--- src/rtl/address_unit.sv ---
// Address-generation and program-counter stage: fetches the reset vector after reset,
// then holds PC, direct/indirect address registers and the opcode, and drives the address bus.
module address_unit #(
  parameter logic [15:0] RESET_VECTOR_LO = 16'hFFFC,
  parameter logic [7:0]  OPCODE_RESET    = 8'hEA
) (
  input  logic        clk,
  input  logic        rst,
  input  logic [7:0]  data_in,
  input  logic [7:0]  alu_result,
  input  logic        instruction_load,
  input  logic        increment_pc,
  input  logic        dirl_load,
  input  logic        dirh_load,
  input  logic        indirl_load,
  input  logic        indirh_load,
  input  logic [1:0]  address_select,
  output logic [15:0] address,
  output logic [15:0] pc,
  output logic [7:0]  opcode_reg,
  output logic        ready
);

  typedef enum logic [1:0] {StRstLo, StRstHi, StRun} state_e;

  state_e      state_q, state_d;
  logic [15:0] pc_q, pc_d;
  logic [7:0]  dirl_q, dirl_d;
  logic [7:0]  dirh_q, dirh_d;
  logic [7:0]  indirl_q, indirl_d;
  logic [7:0]  indirh_q, indirh_d;
  logic [7:0]  opcode_q, opcode_d;
  logic        ready_q, ready_d;

  always_comb begin
    state_d  = state_q;
    pc_d     = pc_q;
    dirl_d   = dirl_q;
    dirh_d   = dirh_q;
    indirl_d = indirl_q;
    indirh_d = indirh_q;
    opcode_d = opcode_q;
    unique case (state_q)
      StRstLo: begin
        pc_d[7:0] = data_in;
        state_d   = StRstHi;
      end
      StRstHi: begin
        pc_d[15:8] = data_in;
        state_d    = StRun;
      end
      StRun: begin
        // Strobes are independent; any combination lands on the same edge.
        if (increment_pc)     pc_d     = pc_q + 16'd1;
        if (instruction_load) opcode_d = data_in;
        if (dirl_load)        dirl_d   = alu_result;
        if (dirh_load)        dirh_d   = alu_result;
        if (indirl_load)      indirl_d = data_in;
        if (indirh_load)      indirh_d = data_in;
      end
      default: state_d = StRstLo;
    endcase
    ready_d = (state_d == StRun);
  end

  always_ff @(posedge clk) begin
    if (!rst) begin
      state_q  <= StRstLo;
      pc_q     <= 16'h0000;
      dirl_q   <= 8'h00;
      dirh_q   <= 8'h00;
      indirl_q <= 8'h00;
      indirh_q <= 8'h00;
      opcode_q <= OPCODE_RESET;
      ready_q  <= 1'b0;
    end else begin
      state_q  <= state_d;
      pc_q     <= pc_d;
      dirl_q   <= dirl_d;
      dirh_q   <= dirh_d;
      indirl_q <= indirl_d;
      indirh_q <= indirh_d;
      opcode_q <= opcode_d;
      ready_q  <= ready_d;
    end
  end

  always_comb begin
    address = pc_q;
    unique case (state_q)
      StRstLo: address = RESET_VECTOR_LO;
      StRstHi: address = RESET_VECTOR_LO + 16'd1;
      StRun: begin
        unique case (address_select)
          2'b00: address = pc_q;
          2'b01: address = {8'h00, dirl_q};
          2'b10: address = {dirh_q, dirl_q};
          2'b11: address = {indirh_q, indirl_q};
          default: address = pc_q;
        endcase
      end
      default: address = RESET_VECTOR_LO;
    endcase
  end

  assign pc         = pc_q;
  assign opcode_reg = opcode_q;
  assign ready      = ready_q;

endmodule
--- config.mk ---
export PLATFORM = sky130hd
export DESIGN_NAME = address_unit
export DESIGN_NICKNAME = d
export VERILOG_FILES = /design/src/rtl/address_unit.sv
export SDC_FILE = /design/constraint.sdc
export NUM_CORES = 1
export LEC_CHECK = 0
export ABC_AREA = 1
export BUFFER_PORTS_ARGS = -buffer_cell sky130_fd_sc_hd__buf_2
export CAP_MARGIN = 0
export CORE_AREA = 5 5 80 82
export CTS_BUF_LIST = sky130_fd_sc_hd__clkbuf_2 sky130_fd_sc_hd__clkbuf_4 sky130_fd_sc_hd__clkbuf_8
export DETAILED_ROUTE_END_ITERATION = 10
export DIE_AREA = 0 0 85 87
export PLACE_DENSITY_LB_ADDON = 0.05
export SLEW_MARGIN = 20
export SYNTH_ARGS = -nofsm -noshare
export SYNTH_HDL_FRONTEND = slang
export SYNTH_SLANG_ARGS = --single-unit
--- constraint.sdc ---
create_clock -name clk -period 2 [get_ports clk]
set_input_delay 0.4 -clock clk [delete_from_list [all_inputs] [get_ports clk]]
set_output_delay 0.4 -clock clk [all_outputs]
set_load 0.05 [all_outputs]
==> results of run 1 <==
-- how the worst max path moves through the flow --
stage,startpoint,end,depth (start not counted)
floorplan,address_select[0],address[13],5
global placement,address_select[0],address[4],7
detailed placement,address_select[0],address[4],7
CTS,state_q[0],address[4],7
global route,state_q[0],address[4],7
finish,state_q[0],address[8],7
-- power groups by stage --
stage	combinational, uW	clock [uW]	sequential, uW
final	2170	1170	1520
after global routing	2320	1230	1540
after CTS	2060	1160	1510
after detailed placement	1800	0	1530
after global placement	1780	0	1530
after floorplan	1060	0	1820
-- critical path, stage by stage, from the launching register on --
cell and delay [ps]:
dfxtp_2 370, inv_4 50, ha_4 280, inv_4 40, nor2_4 140, buf_6 180
nand2_2 70, buf_6 150
-- logic make-up (layout without fill, tap and decap cells) --
kind of cell	count (synthesis)	after routing
AND/OR/NAND/NOR	220	220
AO/OA/AOI/OAI	105	105
buffers and inverters	61	139
flip-flops	58	58
adder cells (fa/ha/maj)	4	4
XOR/XNOR	3	3
-- cells in the mapped netlist --
cell / instances / area share
nor2_2: 3 / 0.0063
o21ai_2: 2 / 0.0059
xor2_1: 1 / 0.0029
inv_1: 37 / 0.047
o211ai_1: 12 / 0.030
nand4_1: 3 / 0.0063
a21oi_1: 27 / 0.045
ha_1: 4 / 0.017
clkbuf_1: 8 / 0.010
o21ai_1: 2 / 0.0034
or2_1: 3 / 0.0063
buf_2: 7 / 0.012
nand2_1: 109 / 0.14
a31oi_1: 3 / 0.0063
inv_2: 6 / 0.0075
o21bai_1: 1 / 0.0025
a21oi_2: 3 / 0.0088
nor2_1: 68 / 0.086
xnor2_1: 2 / 0.0059
o21ai_0: 55 / 0.092
nand2_2: 3 / 0.0063
nand3_1: 27 / 0.045
dfxtp_1: 58 / 0.39
buf_4: 3 / 0.0075
nand3_2: 3 / 0.010
nor2_4: 1 / 0.0038
-- cell type report --
type                       instances  area (um^2)  area share
multi-input combinational        332         1700       0.433
sequential                        58         1170       0.297
timing repair buffer              80          589       0.150
inverter                          43          166      0.0423
clock buffer                      11          151      0.0385
tap                               75         93.8      0.0239
clock inverter                     5         60.1      0.0153
-- through the flow --
stage                     area [um^2]  setup TNS [ps]  hold slack [ps]
final                            3930            -137              320
after global routing             3930            -931              333
after CTS                        3850           -29.1              321
after detailed placement         3460          -0.621              463
after global placement           3460               0              449
after floorplan                  3040            -189              455
-- routing by layer --
layer,up-vias,track usage,part of all wire
met5,-,0,0
met1,1476,0.314,0.42
met2,128,0.411,0.49
met4,0,0.148,0.033
met3,25,0.0482,0.060
li1,1615,-,-
-- what timing repair did --
item                                    CTS  global route
setup buffers                             3             0
hold endpoints to repair                  0             0
endpoints found under the setup margin   16            16
pin swaps                                 2             7
resized for setup                        47            21
cloned                                    1             0
-- placed cells by master (no fill, tap or decap), types with 2 or more instances in the layout --
master and count:
nand2_1 98, nor2_1 67, dfxtp_1 56, o21ai_0 52, buf_2 50, inv_1 34, nand3_1 27, a21oi_1 26
buf_6 13, o211ai_1 12, clkbuf_8 11, buf_4 9, nand2_2 8, inv_2 7, buf_8 7, nand2_4 6
o21ai_2 5, or2_1 3, inv_4 3, nand3_2 3, nor2_2 3, nand4_1 3, a21oi_2 3, nor2_4 2
o21ai_1 2, xnor2_1 2, a31oi_1 2, ha_4 2, clkinvlp_4 2
==> reports/qor.csv, run 1 <==
metric;value;unit
power.density;1240;nW/um^2
required;1600;ps
clkPwrFrac;0.240;
grt_pass1_vias;3017;
area_growth;31.8;%
drive_gt1_frac;0.268;
largest_reg_flops;16;
final_cell_count_no_fill;604;
synth_xor_area_frac;0.00881;
grt_max_degree;59;
finalMaxSlewViolations;0;
grt_overflow_total;0;
avgSynthCellArea;6.61;um^2
hold_end;dirl_q[2];
cp.arrival;1620;ps
slew_headroom;0.701;
setup_viol_count_final;10;
grt_pass1_wl;14700;um
pre_cts_slack;-0.621;ps
timing.final.hold_violations;0;
drc;0;
h-tree-depth;3;
r2r_slack;130;ps
worst_ir_drop_vdd;0.000588;V
routed_via_density;5.37;
synthSimpleGateAreaFrac;0.307;
drt_iter0_markers;180;
dp_hpwl;6510;um
synth_top_family_by_area;simple AND/OR/NAND/NOR gates;
portBuffers;66;
clock_latency;350;ps
initial_core_util;0.526;
p_total;4860;uW
violations;setup timing;
hold_buffers;0;
reg2reg_from;state_q[1];
nets;554;
min_path_type;primary input to flip-flop;
switching_share;0.449;
critPathKind;flip-flop to output port;
end_kind;output port;
antenna_found_initial;0;
path_clk_slew;80;ps
r2r_cells;9;
drt-total-wl;9100;um
dpl.cell_count;584;
fp-row-count;28;
ys_ff_latch;58;
r2r-end;pc[5];
dieWidth;85;um
final_util;0.692;
avgRoutedWirePerCell;15.1;um
fin_ws;-23.0;ps
cts.sinks;58;
synth_compound_area_frac;0.195;
grt_usage;0.254;
cts_inserted_buffers;9;
synth.distinct_cells;26;
drtPass1Iterations;5;
cts_tree;done;
outcome;complete, but fails checks;
n_antenna_cell;0;
synth_fa_ha_area_frac;0.0168;
syn_area;2980;um^2
cts_buffer_depth;2;
min_period;2020;ps
fmax;494;MHz
timing.final.crit_share;1.01;
fillers;514;
p_leak;0.00178;uW
seqPwrFrac;0.313;
die-area;7400;um^2
placeableCoreArea;5680;um^2
synth_seq_area_share;0.389;
num_io_pins;67;
internal_power;2680;uW
crit_path_start_kind;flip-flop;
worstHoldStart;alu_result[2];
muxShareOfSynthArea;0;
path_max_fanout;5;
finalClockSkew;10.7;ps
cts-root-buf;clkbuf_8;
die_h;87;um
syn_inst;451;
worst_pin_slew;447;ps
p_sw;2180;uW
ant_nets;0;
gp_congestion;0.853;
synth_fp_nets;481;
yosys_warnings;0;
vias;3244;
cap_violations;0;
grt_setup_unrepaired;yes;
p_comb_frac;0.447;
hold_depth;3;
No activity file was read; power rests on OpenSTA's default activity.
==> run 2, diff against run 1 <==
Clock period 2 ns to 1.9 ns, I/O delays scaled along.
==> run 2 against run 1 <==
The flow still finishes with violations (setup timing). Setup slack worse by 130 ps. Hold slack worse by 7.0 ps. Global-route usage is 0.75 points lower. Clock-buffer cell count is 1 higher. Critical path type unchanged. Critical endpoint is now address[1].
==> reports/qor.csv, run 2 (synthesized netlist as in run 1, its figures left out) <==
metric;value;unit
initial_core_util;0.526;
path_common_cell;buf_6;
layout_commonest_cell;nand2_1;
placeableCoreArea;5680;um^2
cts.sinks;58;
min_period;2050;ps
pre_cts_slack;-16.4;ps
grt_overflow_total;0;
grt_pass1_wl;14300;um
grt_pass1_vias;2984;
die_h;87;um
path_clk_slew;80;ps
hold_depth;3;
min_path_type;primary input to flip-flop;
crit_path_start_kind;flip-flop;
critPathSlowestCell;dfxtp_2;
drive_gt1_frac;0.281;
cts_buffer_depth;2;
ff_latch_area;1170;um^2
cts-root-buf;clkbuf_8;
fin_ws;-150;ps
fmax;488;MHz
avgRoutedWirePerCell;15.3;um
drtPass1Iterations;5;
multi_input_area;1740;um^2
timing.final.hold_violations;0;
h-tree-depth;3;
hold_buffers;0;
worst_ir_drop_vdd;0.000800;V
grt_usage;0.246;
power.density;1340;nW/um^2
drt-total-wl;9400;um
area_growth;38.9;%
dp_hpwl;6570;um
setup_viol_count_final;16;
routed_via_density;5.38;
fp-row-count;28;
cts_tree;done;
timing.final.crit_share;1.08;
clock_latency;340;ps
drc;0;
portBuffers;66;
p_leak;0.00187;uW
slew_headroom;0.774;
ant_nets;0;
grt_setup_unrepaired;yes;
end_kind;output port;
fillers;469;
required;1520;ps
largest_reg_flops;16;
cts_inserted_buffers;9;
critPathKind;flip-flop to output port;
r2r_cells;9;
num_io_pins;67;
cp.arrival;1670;ps
vias;3295;
worst_pin_slew;338;ps
grt_max_degree;59;
cap_violations;0;
drt_iter0_markers;244;
dieWidth;85;um
n_antenna_cell;0;
nets;563;
path_max_fanout;3;
antenna_found_initial;0;
final_cell_mix;nand2_1, nor2_1, dfxtp_1;
die-area;7400;um^2
finalMaxSlewViolations;0;
finalSetupTns;-1930;ps
worstPathCellList;inv_2, ha_4, buf_6, o211ai_1, a31oi_4, buf_6;
finalClockSkew;14.0;ps
violations;setup timing;
max_stage_delay;350;ps
gp_congestion;0.910;
outcome;complete, but fails checks;
run 2: worst max-delay path, delay by kind of cell (launching register included):
family                     cells  cell delay, ps
adders and majority gates      1             280
AOI/OAI and AO/OA              2             340
DFF                            1             350
buffers and inverters          3             350
run 2: metrics by stage:
step / util / cells / power [uW] / instance area, um^2 / hold WS [ps]
2_1_floorplan: - / 451 / 3040 / 3050 / 455
3_3_place_gp: 0.624 / 590 / 3580 / 3540 / 450
3_5_place_dp: 0.624 / 590 / 3600 / 3540 / 459
4_1_cts: 0.708 / 613 / 5360 / 4020 / 313
5_1_grt: 0.730 / 613 / 5810 / 4140 / 324
6_report: 0.730 / 613 / 5560 / 4140 / 313
run 2: metal layers:
metal / vias up / track usage / share of wire
met5: - / 0 / 0
met4: 0 / 0.104 / 0.021
met3: 24 / 0.0473 / 0.066
met2: 138 / 0.425 / 0.50
met1: 1490 / 0.299 / 0.41
li1: 1643 / - / -
run 2: power by group:
group / internal (uW) / switching [uW]
Combinational: 898 / 1600
Sequential: 1390 / 216
Clock: 958 / 494
run 2: final cells by class:
cell class,count,area share
clock inverter,4,0.0236
multi-input combinational,332,0.421
clock buffer,12,0.0383
inverter,43,0.0402
timing repair buffer,89,0.173
sequential,58,0.281
tap,75,0.0226
run 2: path summary, 6_finish.rpt:
path	start	endpoint	slack, ps
worst max register to register	state_q[0]	opcode_reg[2]	130
worst min-delay path	alu_result[0]	dirl_q[0]	310
worst max-delay path	state_q[0]	address[1]	-150
worst min register to register	opcode_reg[3]	opcode_reg[3]	470
run 2: what timing repair did:
item	in CTS	in global routing
gates resized for setup	42	33
buffers inserted	6	1
cloned	1	1
pin swaps	5	5
setup endpoints to repair	16	16
